[src/rtl/win_scanner_if.sv]
// Request/result bundle between the game controller and the win scanner.
// The controller side uses the master modport, the scanner the slave modport.
interface win_scanner_if #(
    parameter int ROWS    = 8,
    parameter int COLS    = 8,
    parameter int WIN_LEN = 4
);
    localparam int RW = $clog2(ROWS);
    localparam int CW = $clog2(COLS);
    localparam int LW = $clog2(WIN_LEN + 1);

    logic                   start;
    logic [RW-1:0]          move_row;
    logic [CW-1:0]          move_col;
    logic [ROWS*COLS*2-1:0] board_in;
    logic                   busy;
    logic                   done;
    logic [1:0]             winner;
    logic [1:0]             win_axis;
    logic [LW-1:0]          run_len;

    modport master (
        output start, move_row, move_col, board_in,
        input  busy, done, winner, win_axis, run_len
    );

    modport slave (
        input  start, move_row, move_col, board_in,
        output busy, done, winner, win_axis, run_len
    );
endinterface

[src/rtl/win_scanner.sv]
// Connect-N victory checker. Snapshots the board on start, then walks out from
// the last-played cell one cell per clock along four axes, counting contiguous
// pieces of the mover's colour, and stops on the first run of WIN_LEN.
module win_scanner #(
    parameter int ROWS    = 8,
    parameter int COLS    = 8,
    parameter int WIN_LEN = 4
) (
    input  logic         clk,
    input  logic         rst,
    win_scanner_if.slave bus
);
    localparam int RW  = $clog2(ROWS);
    localparam int CW  = $clog2(COLS);
    localparam int LW  = $clog2(WIN_LEN + 1);
    localparam int RW1 = RW + 1;
    localparam int CW1 = CW + 1;
    localparam int BW  = ROWS * COLS * 2;

    localparam logic [LW-1:0]        WIN_CNT = LW'(WIN_LEN);
    localparam logic signed [RW:0]   R_ONE   = RW1'(1);
    localparam logic signed [CW:0]   C_ONE   = CW1'(1);

    typedef enum logic [2:0] {IDLE, LOAD, POS, NEG, DONE} state_t;

    state_t             state;
    logic [BW-1:0]      snap;
    logic [RW-1:0]      move_r;
    logic [CW-1:0]      move_c;
    logic signed [RW:0] cur_r, vec_r, step_r, cand_r;
    logic signed [CW:0] cur_c, vec_c, step_c, cand_c;
    logic [1:0]         piece, axis, move_cell, cand_cell;
    logic [LW-1:0]      count, count_inc;
    logic               move_ok, cand_ok, cand_match;

    logic               busy_q, done_q;
    logic [1:0]         winner_q, win_axis_q;
    logic [LW-1:0]      run_len_q;

    // Two-bit cell (r,c) of a packed board; shifting avoids a wide select index.
    function automatic logic [1:0] cell_at(input logic [BW-1:0] b, input int r, input int c);
        logic [BW-1:0] sh;
        sh = b >> (2 * (r * COLS + c));
        return sh[1:0];
    endfunction

    // Candidate cell for the current axis/direction and the move-cell lookup.
    always_comb begin
        // NOTE: every signal gets a default first so no path leaves it unassigned (no latch).
        vec_r     = '0;
        vec_c     = '0;
        cand_cell = 2'b00;
        move_cell = 2'b00;
        case (axis)
            2'd0:    vec_c = C_ONE;
            2'd1:    vec_r = R_ONE;
            2'd2:    begin vec_r = R_ONE; vec_c = C_ONE;  end
            default: begin vec_r = R_ONE; vec_c = -C_ONE; end
        endcase
        step_r = (state == NEG) ? -vec_r : vec_r;
        step_c = (state == NEG) ? -vec_c : vec_c;
        cand_r = cur_r + step_r;
        cand_c = cur_c + step_c;
        // Read as unsigned, -1 becomes all ones, so one compare rejects both
        // edges; wrap-around into the next row can never look adjacent.
        cand_ok = (int'($unsigned(cand_r)) < ROWS) && (int'($unsigned(cand_c)) < COLS);
        if (cand_ok)
            cand_cell = cell_at(snap, int'($unsigned(cand_r)), int'($unsigned(cand_c)));
        cand_match = cand_ok && (cand_cell == piece);
        count_inc  = count + 1'b1;
        move_ok    = (int'(move_r) < ROWS) && (int'(move_c) < COLS);
        if (move_ok)
            move_cell = cell_at(snap, int'(move_r), int'(move_c));
    end

    // Capture the board and move when a request is accepted.
    // NOTE: the snapshot has no reset; it is always reloaded before LOAD reads it.
    always_ff @(posedge clk) begin
        if (state == IDLE && bus.start) begin
            snap   <= bus.board_in;
            move_r <= bus.move_row;
            move_c <= bus.move_col;
        end
    end

    // Scan sequencer with registered results.
    always_ff @(posedge clk or posedge rst) begin
        // NOTE: sequential state uses non-blocking assignments so every register
        // samples the pre-edge values of the others.
        if (rst) begin
            state      <= IDLE;
            busy_q     <= 1'b0;
            done_q     <= 1'b0;
            winner_q   <= 2'b00;
            win_axis_q <= 2'd0;
            run_len_q  <= '0;
            piece      <= 2'b00;
            axis       <= 2'd0;
            count      <= '0;
            cur_r      <= '0;
            cur_c      <= '0;
        end else begin
            case (state)
                IDLE: begin
                    if (bus.start) begin
                        busy_q     <= 1'b1;
                        winner_q   <= 2'b00;
                        win_axis_q <= 2'd0;
                        run_len_q  <= '0;
                        state      <= LOAD;
                    end
                end
                LOAD: begin
                    if (!move_ok || move_cell == 2'b00 || move_cell == 2'b11) begin
                        done_q <= 1'b1;
                        state  <= DONE;
                    end else begin
                        piece <= move_cell;
                        axis  <= 2'd0;
                        count <= LW'(1);
                        cur_r <= {1'b0, move_r};
                        cur_c <= {1'b0, move_c};
                        state <= POS;
                    end
                end
                POS, NEG: begin
                    if (cand_match) begin
                        count <= count_inc;
                        cur_r <= cand_r;
                        cur_c <= cand_c;
                        if (count_inc == WIN_CNT) begin
                            winner_q   <= piece;
                            win_axis_q <= axis;
                            run_len_q  <= WIN_CNT;
                            done_q     <= 1'b1;
                            state      <= DONE;
                        end
                    end else if (state == POS) begin
                        cur_r <= {1'b0, move_r};
                        cur_c <= {1'b0, move_c};
                        state <= NEG;
                    end else begin
                        if (count > run_len_q)
                            run_len_q <= count;
                        if (axis == 2'd3) begin
                            done_q <= 1'b1;
                            state  <= DONE;
                        end else begin
                            axis  <= axis + 2'd1;
                            count <= LW'(1);
                            cur_r <= {1'b0, move_r};
                            cur_c <= {1'b0, move_c};
                            state <= POS;
                        end
                    end
                end
                default: begin
                    done_q <= 1'b0;
                    busy_q <= 1'b0;
                    state  <= IDLE;
                end
            endcase
        end
    end

    assign bus.busy     = busy_q;
    assign bus.done     = done_q;
    assign bus.winner   = winner_q;
    assign bus.win_axis = win_axis_q;
    assign bus.run_len  = run_len_q;
endmodule

[src/flat_wrapper.sv]
// flat-port wrapper written by rule: the top's interface ports become plain ports
module win_scanner_flat 
#(
    parameter int ROWS    = 8,
    parameter int COLS    = 8,
    parameter int WIN_LEN = 4
)
  (clk, rst, bus_start, bus_move_row, bus_move_col, bus_board_in, bus_busy, bus_done, bus_winner, bus_win_axis, bus_run_len);
  win_scanner_if #(.ROWS(ROWS), .COLS(COLS), .WIN_LEN(WIN_LEN)) bus_i ();
  input  logic clk;
  input  logic rst;
  input wire logic [$bits(bus_i.start)-1:0] bus_start;
  input wire logic [$bits(bus_i.move_row)-1:0] bus_move_row;
  input wire logic [$bits(bus_i.move_col)-1:0] bus_move_col;
  input wire logic [$bits(bus_i.board_in)-1:0] bus_board_in;
  output wire logic [$bits(bus_i.busy)-1:0] bus_busy;
  output wire logic [$bits(bus_i.done)-1:0] bus_done;
  output wire logic [$bits(bus_i.winner)-1:0] bus_winner;
  output wire logic [$bits(bus_i.win_axis)-1:0] bus_win_axis;
  output wire logic [$bits(bus_i.run_len)-1:0] bus_run_len;
  assign bus_i.start = bus_start;
  assign bus_i.move_row = bus_move_row;
  assign bus_i.move_col = bus_move_col;
  assign bus_i.board_in = bus_board_in;
  assign bus_busy = bus_i.busy;
  assign bus_done = bus_i.done;
  assign bus_winner = bus_i.winner;
  assign bus_win_axis = bus_i.win_axis;
  assign bus_run_len = bus_i.run_len;
  win_scanner #(.ROWS(ROWS), .COLS(COLS), .WIN_LEN(WIN_LEN)) u_core (.clk(clk), .rst(rst), .bus(bus_i));
endmodule
[config.mk]
export PLATFORM = sky130hd
export DESIGN_NAME = win_scanner_flat
export DESIGN_NICKNAME = d
export VERILOG_FILES = /design/src/rtl/win_scanner_if.sv /design/src/rtl/win_scanner.sv /design/src/flat_wrapper.sv
export SDC_FILE = /design/constraint.sdc
export NUM_CORES = 1
export LEC_CHECK = 0
export ABC_AREA = 1
export CORE_MARGIN = 2
export CORE_UTILIZATION = 35
export DETAILED_ROUTE_END_ITERATION = 8
export PLACE_DENSITY = 0.67
export RECOVER_POWER = 25
export SYNTH_ARGS = -nofsm -noshare
export SYNTH_HDL_FRONTEND = slang
export SYNTH_SLANG_ARGS = --single-unit
[constraint.sdc]
create_clock -name clk -period 7.4 [get_ports clk]
set_input_delay 1.48 -clock clk [delete_from_list [all_inputs] [get_ports clk]]
set_output_delay 1.48 -clock clk [all_outputs]
set_load 0.05 [all_outputs]
# Word level (Yosys, flattened, before mapping)
# Cells that the tools add are included.
# W data, S select, Z words.
[totals] regBits=161 input_bits=137 out_inout_bits=9 elab_cells=126
[classes] n_addsub=8 order_cmp=3 eq_ne=23 shifts=2 mux=52 n_bitwise=3 n_reduce_logical=21
[ops] op="$shr A128 B32 Y2" n=2
[ops] op="$mux W3" n=14
[ops] op="$mux W4" n=10
[ops] op="$pmux W4 S2" n=3
[ops] op="$mux W2" n=10
[ops] op="$reduce_and A5 Y1" n=3
[ops] op="$pmux W2 S2" n=3
[ops] op="$pmux W3 S2" n=2
[ops] op="$ne A2 B2 Y1 const B" n=5
[ops] op="$pmux W3 S3" n=1
[ops] op="$add A4 B4 Y4" n=2
[ops] op="$add A7 B4 Y8" n=1
[ops] op="$lt A4 B4 Y1 const B" n=2
[ops] op="$reduce_and A4 Y1" n=2
[ops] op="$add A6 B3 Y7" n=1
[ops] op="$mux W1" n=7
[ops] op="$eq A2 B2 Y1 const B" n=3
[ops] op="$eq A3 B2 Y1 const B" n=2
[ops] op="$ne A2 B1 Y1 const B" n=3
[ops] op="$ne A3 B1 Y1 const B" n=2
[ops] op="$ne A3 B2 Y1 const B" n=2
[ops] op="$reduce_and A2 Y1" n=3
[ops] op="$logic_not A2 Y1" n=2
[ops] op="$ne A4 B2 Y1 const B" n=1
[ops] op="20 further kinds" n=26

# Logic depth before layout (Yosys ltp)
[logic_depth] ltp_word=13 ltp_mapped=32

# Least setup slack after synthesis
# OpenSTA, ideal clock, no wires.
[synth_timing] kind="input -> register" startpoint="input port bus_start" endpoint="register u_core.run_len_q[0] (netlist: u_core.bus.run_len[0])" t_arrival_ns=7.986 required_time_ns=7.281 slack_ns=-0.705 stages=7 cell_sequence="inv_1 -> nor2_1 -> inv_1 -> nand2_1 -> nand4_1 -> nand2_1 -> nand2_1"
[synth_between] elab_chain_len=2
[synth_rtl] element="start, declared" line_no="flat_wrapper.sv:12" rtl="input wire logic [$bits(bus_i.start)-1:0] bus_start;"
[synth_rtl] element="$ne A2 B2 Y1 (no source line)"
[synth_rtl] element="$reduce_and A5 Y1 (no source line)"
[synth_rtl] element="end signal, assigned" line_no="win_scanner.sv:144" rtl="run_len_q <= count;"
[synth_rtl] element="end, declared" line_no="win_scanner.sv:38" rtl="logic [LW-1:0] run_len_q;"
# No other way between the ends.
# A chain may end at the register's enable or synchronous reset.

# Worst setup path in the final report
[layout_timing] startpoint="register u_core.axis[0]" endpoint="register u_core.cur_r[2]"
[layout_between] elab_chain_len=13
[layout_rtl] element="start, declared" line_no="win_scanner.sv:32" rtl="logic [1:0] piece, axis, move_cell, cand_cell;"
[layout_rtl] element="start signal, assigned" line_no="win_scanner.sv:149" rtl="axis <= axis + 2'd1;"
[layout_rtl] element="$eq A2 B2 Y1 or $logic_not A2 Y1 (tied branches)" line_no="win_scanner.sv:54" rtl="case (axis)"
[layout_rtl] element="$reduce_or A2 Y1 (no source line)"
[layout_rtl] element="$pmux W4 S2" line_no="win_scanner.sv:54"
[layout_rtl] element="$neg A4 Y4" line_no="win_scanner.sv:61" rtl="step_c = (state == NEG) ? -vec_c : vec_c;"
[layout_rtl] element="$mux W4" line_no="win_scanner.sv:61"
[layout_rtl] element="$add A4 B4 Y4" line_no="win_scanner.sv:63" rtl="cand_c = cur_c + step_c;"
[layout_rtl] element="$add A7 B4 Y8 or $lt A4 B4 Y1 (tied branches)" line_no="win_scanner.sv:43, win_scanner.sv:66"
[layout_rtl] element="$shr A128 B32 Y2 or $logic_and A1 B1 Y1 (tied branches)" line_no="win_scanner.sv:43, win_scanner.sv:66"
[layout_rtl] element="$mux W2" line_no="win_scanner.sv:67" rtl="if (cand_ok)"
[layout_rtl] element="$eq A2 B2 Y1" line_no="win_scanner.sv:69" rtl="cand_match = cand_ok && (cand_cell == piece);"
[layout_rtl] element="$logic_and A1 B1 Y1" line_no="win_scanner.sv:69"
[layout_rtl] element="$ne A4 B2 Y1 (no source line) or $mux W4 (tied branches)"
[layout_rtl] element="$reduce_and A3 Y1 (no source line) or $pmux W4 S2 (tied branches)"
[layout_rtl] element="end signal, assigned" line_no="win_scanner.sv:121" rtl="cur_r <= {1'b0, move_r};"
[layout_rtl] element="end signal, assigned" line_no="win_scanner.sv:129" rtl="cur_r <= cand_r;"
[layout_rtl] element="end signal, assigned" line_no="win_scanner.sv:139" rtl="cur_r <= {1'b0, move_r};"
[layout_rtl] element="end, declared" line_no="win_scanner.sv:30" rtl="logic signed [RW:0] cur_r, vec_r, step_r, cand_r;"
# Several ways; a longest one is shown, not always the timed one.

==> flow_metrics.py <==
metrics = {
    "status": {
        "status": "finished, final reports clean",
    },
    "detailed_routing": {
        "dr.pass1.iters": 9,
        "wirelength_um": 23310,
        "drc": 0,
        "drt-vias-per-instance": 4.923,
        "vias": 7325,
        "ant_nets": 0,
        "wl_per_cell_um": 15.67,
        "dr.first_iter.drc_count": 817,
    },
    "floorplan": {
        "initial_core_util": 0.3568,
        "die-area_um2": 26070,
        "ios": 146,
        "core_area_um2": 24320,
        "die_w_um": 161.5,
        "die_y_um": 161.5,
        "rows": 57,
    },
    "sta": {
        "clock_skew_ns": 0.01232,
        "max_freq_mhz": 203.6,
        "finalCriticalPeriod_ns": 4.911,
        "period_share": 0.6636,
        "finalHoldViolations": 0,
        "setup_tns_ns": 0,
        "whs_ns": 0.4882,
        "report.final.slew_viol_count": 0,
        "tightestPinTransition_ns": 1.086,
        "relSlewSlack": 0.2751,
        "setup_violations": 0,
        "grt_setup_unrepaired": "no",
    },
    "clock_tree": {
        "cts_tree": "yes",
        "cts_root_buffer": "clkbuf_16",
        "ctsHoldBuffers": 0,
        "clkLatencyLatePin_ns": 0.43,
        "post_cts_buffers": 0,
        "post_cts_resized": 0,
        "cts_sinks": 161,
        "cts_made_buffers": 17,
        "htree_num_levels": 4,
        "cts.clk_slew.worst_paths_ns": 0.07,
        "cts_max_path_buffers": 2,
    },
    "final_layout": {
        "fin_cells": 1488,
        "final_nets": 1305,
        "final_common_cell": "nand2_1",
        "layout-area-overhead-vs-synth_pct": 25.90,
        "fin_util": 0.4492,
        "mostFrequentLayoutCells": "nand2_1, nand3_1, edfxtp_1",
        "layout-drive-gt1-share": 0.05761,
    },
    "placed_design": {
        "dp_hpwl_um": 15880,
        "dpl.cell_count": 1455,
        "io_buffers": 145,
        "place_congestion": 0.8917,
    },
    "pwr": {
        "pwr-share-clk": 0.163,
        "power_frac_seq": 0.247,
        "p_switching_mw": 2.667,
        "pwr-share-comb": 0.590,
        "swShare": 0.4987,
        "total_leakage_power_nw": 4.617,
        "ir_drop_v": 0.0003899,
        "p_int_mw": 2.681,
        "power-per-cell-area_nw_per_um2": 489.6,
    },
    "worst_setup_path": {
        "slowest_delay_ns": 0.44,
        "crit_path_end_kind": "flip-flop",
        "cp-startpoint": "u_core.axis[0]$_DFFE_PP0P_",
        "critical_path_class": "reg -> reg",
        "crit_top_cell": "nand2_1",
        "cp_data_arrival_time_ns": 5.27,
        "startpoint_type": "flip-flop",
        "crit_required_ns": 7.76,
        "cp_slowest_cell": "dfrtp_1",
        "r2r_start": "u_core.axis[0]$_DFFE_PP0P_",
        "path_max_fanout": 13,
        "rrSetupSlack_ns": 2.49,
        "reg2reg_to": "u_core.cur_r[2]$_DFFE_PP0P_",
        "r2r_cells": 29,
    },
    "logic_synthesis": {
        "netlist_area_um2": 8677,
        "netlist_instances": 1030,
        "syn_nets": 1185,
        "synth.yosys.seq_area_share": 0.5416,
        "yosys-top-cells-area": "edfxtp_1, nand2_1, nand3_1",
        "synth_top_area_frac": 0.4637,
        "netlist.top_cell.by_area": "edfxtp_1",
        "syn_avg_cell_area_um2": 8.424,
        "synthDistinctLibCells": 37,
        "synth_seq_cells": 161,
        "synth-edff-count": 134,
        "yosys_warnings": 0,
        "synth_async_sr_flop_share": 0.1677,
        "ys.flop_type": "edfxtp_1",
    },
    "global_route": {
        "gr-total-overflow": 0,
        "antenna_found_initial": 1,
        "grt.total_usage": 0.1796,
        "grt_pass1_vias": 6959,
        "grt_start_max_net_pins": 73,
        "grt_pass1_wl_um": 36560,
    },
    "worst_hold_path": {
        "holdPathEnd": "u_core.bus.done$_DFFE_PP0P_",
        "hp-class": "reg -> reg",
        "holdCritStartpoint": "u_core.bus.done$_DFFE_PP0P_",
        "holdPathStages": 2,
    },
    "flow_run": {
        "cap_violations": 0,
    },
}
-- power groups by stage --
stage | logic, mW | clock network, mW | registers [mW]
after global placement | 3.10 | 0 | 1.33
final | 3.16 | 0.869 | 1.32
after global routing | 3.55 | 0.922 | 1.34
after detailed placement | 3.13 | 0 | 1.34
after floorplan | 2.41 | 0 | 1.37
after CTS | 3.15 | 0.884 | 1.32
-- metal layers --
layer / vias to the layer above / routed length [µm] / global-route usage
met4: 0 / 361 / 0.04748
met5: - / 0 / 0
li1: 3656 / - / -
met3: 28 / 1557 / 0.03980
met2: 277 / 11090 / 0.2939
met1: 3364 / 10300 / 0.2417
-- cells by family after synthesis --
| logic type | share of synthesized area |
|---|---|
| buffers and inverters | 0.05926 |
| adders and majority gates | 0.02682 |
| DFF | 0.5416 |
| xor gates and xnor gates | 0.006779 |
| AOI/OAI and AO/OA | 0.04499 |
| and+or+nand+nor | 0.3205 |
-- state kept, by name, indices dropped and copies added, names as in the netlist --
name / count
u_core.bus.run_len: 3
u_core.cur_r: 4
u_core.move_r: 3
u_core.state: 3
u_core.bus.winner: 2
u_core.move_c: 3
u_core.count: 3
u_core.bus.busy: 1
u_core.bus.done: 1
u_core.cur_c: 4
u_core.snap: 128
u_core.bus.win_axis: 2
u_core.axis: 2
u_core.piece: 2
-- Yosys cell counts, drive strengths merged, types with 4 or more instances --
master and number:
o211ai 9, or2 5, nor2 69, ha 17, nand2 387, o21ai 44, xor2 4, buf 21
nand3 184, clkbuf 28, dfrtp 27, inv 74, a21oi 17, edfxtp 134
-- worst max-delay path by stage --
stage,end,cells after the start,slack (ns)
final,u_core.cur_r[2]$_DFFE_PP0P_,29,2.49
after global routing,u_core.cur_r[1]$_DFFE_PP0P_,30,2.04
after CTS,u_core.cur_r[2]$_DFFE_PP0P_,29,2.56
after detailed placement,u_core.cur_r[2]$_DFFE_PP0P_,29,2.60
after global placement,u_core.cur_r[0]$_DFFE_PP0P_,29,2.66
after floorplan,u_core.bus.run_len[0]$_DFFE_PP0P_,7,1.58
-- metrics by stage --
step           worst slack, ns  power [mW]  area (µm²)
6_report                 2.489       5.348       10920
5_1_grt                  2.037       5.816       10920
4_1_cts                  2.560       5.349       10920
3_5_place_dp             2.596       4.468       10350
3_3_place_gp             2.662       4.436       10350
2_1_floorplan            1.579       3.771        8680
-- worst max-delay path, delay by kind of cell (launching register included) --
kind / cells / cell delay [ns]
buf+inv: 5 / 0.79
fa+ha+maj: 5 / 1.44
flops: 1 / 0.44
compound gates: 2 / 0.51
simple gates: 17 / 1.66
-- final cells by class --
type                    count  area [µm²]
diodes                      1       2.502
clock buffers              17       425.4
clock inverters            15       147.6
fillers                  2310       13400
inverters                  75       281.5
multi-input cells         745        3473
flip-flops and latches    161        4700
well taps                 324       405.4
repair buffers            150        1489
Power figures use the tool's default switching activity.
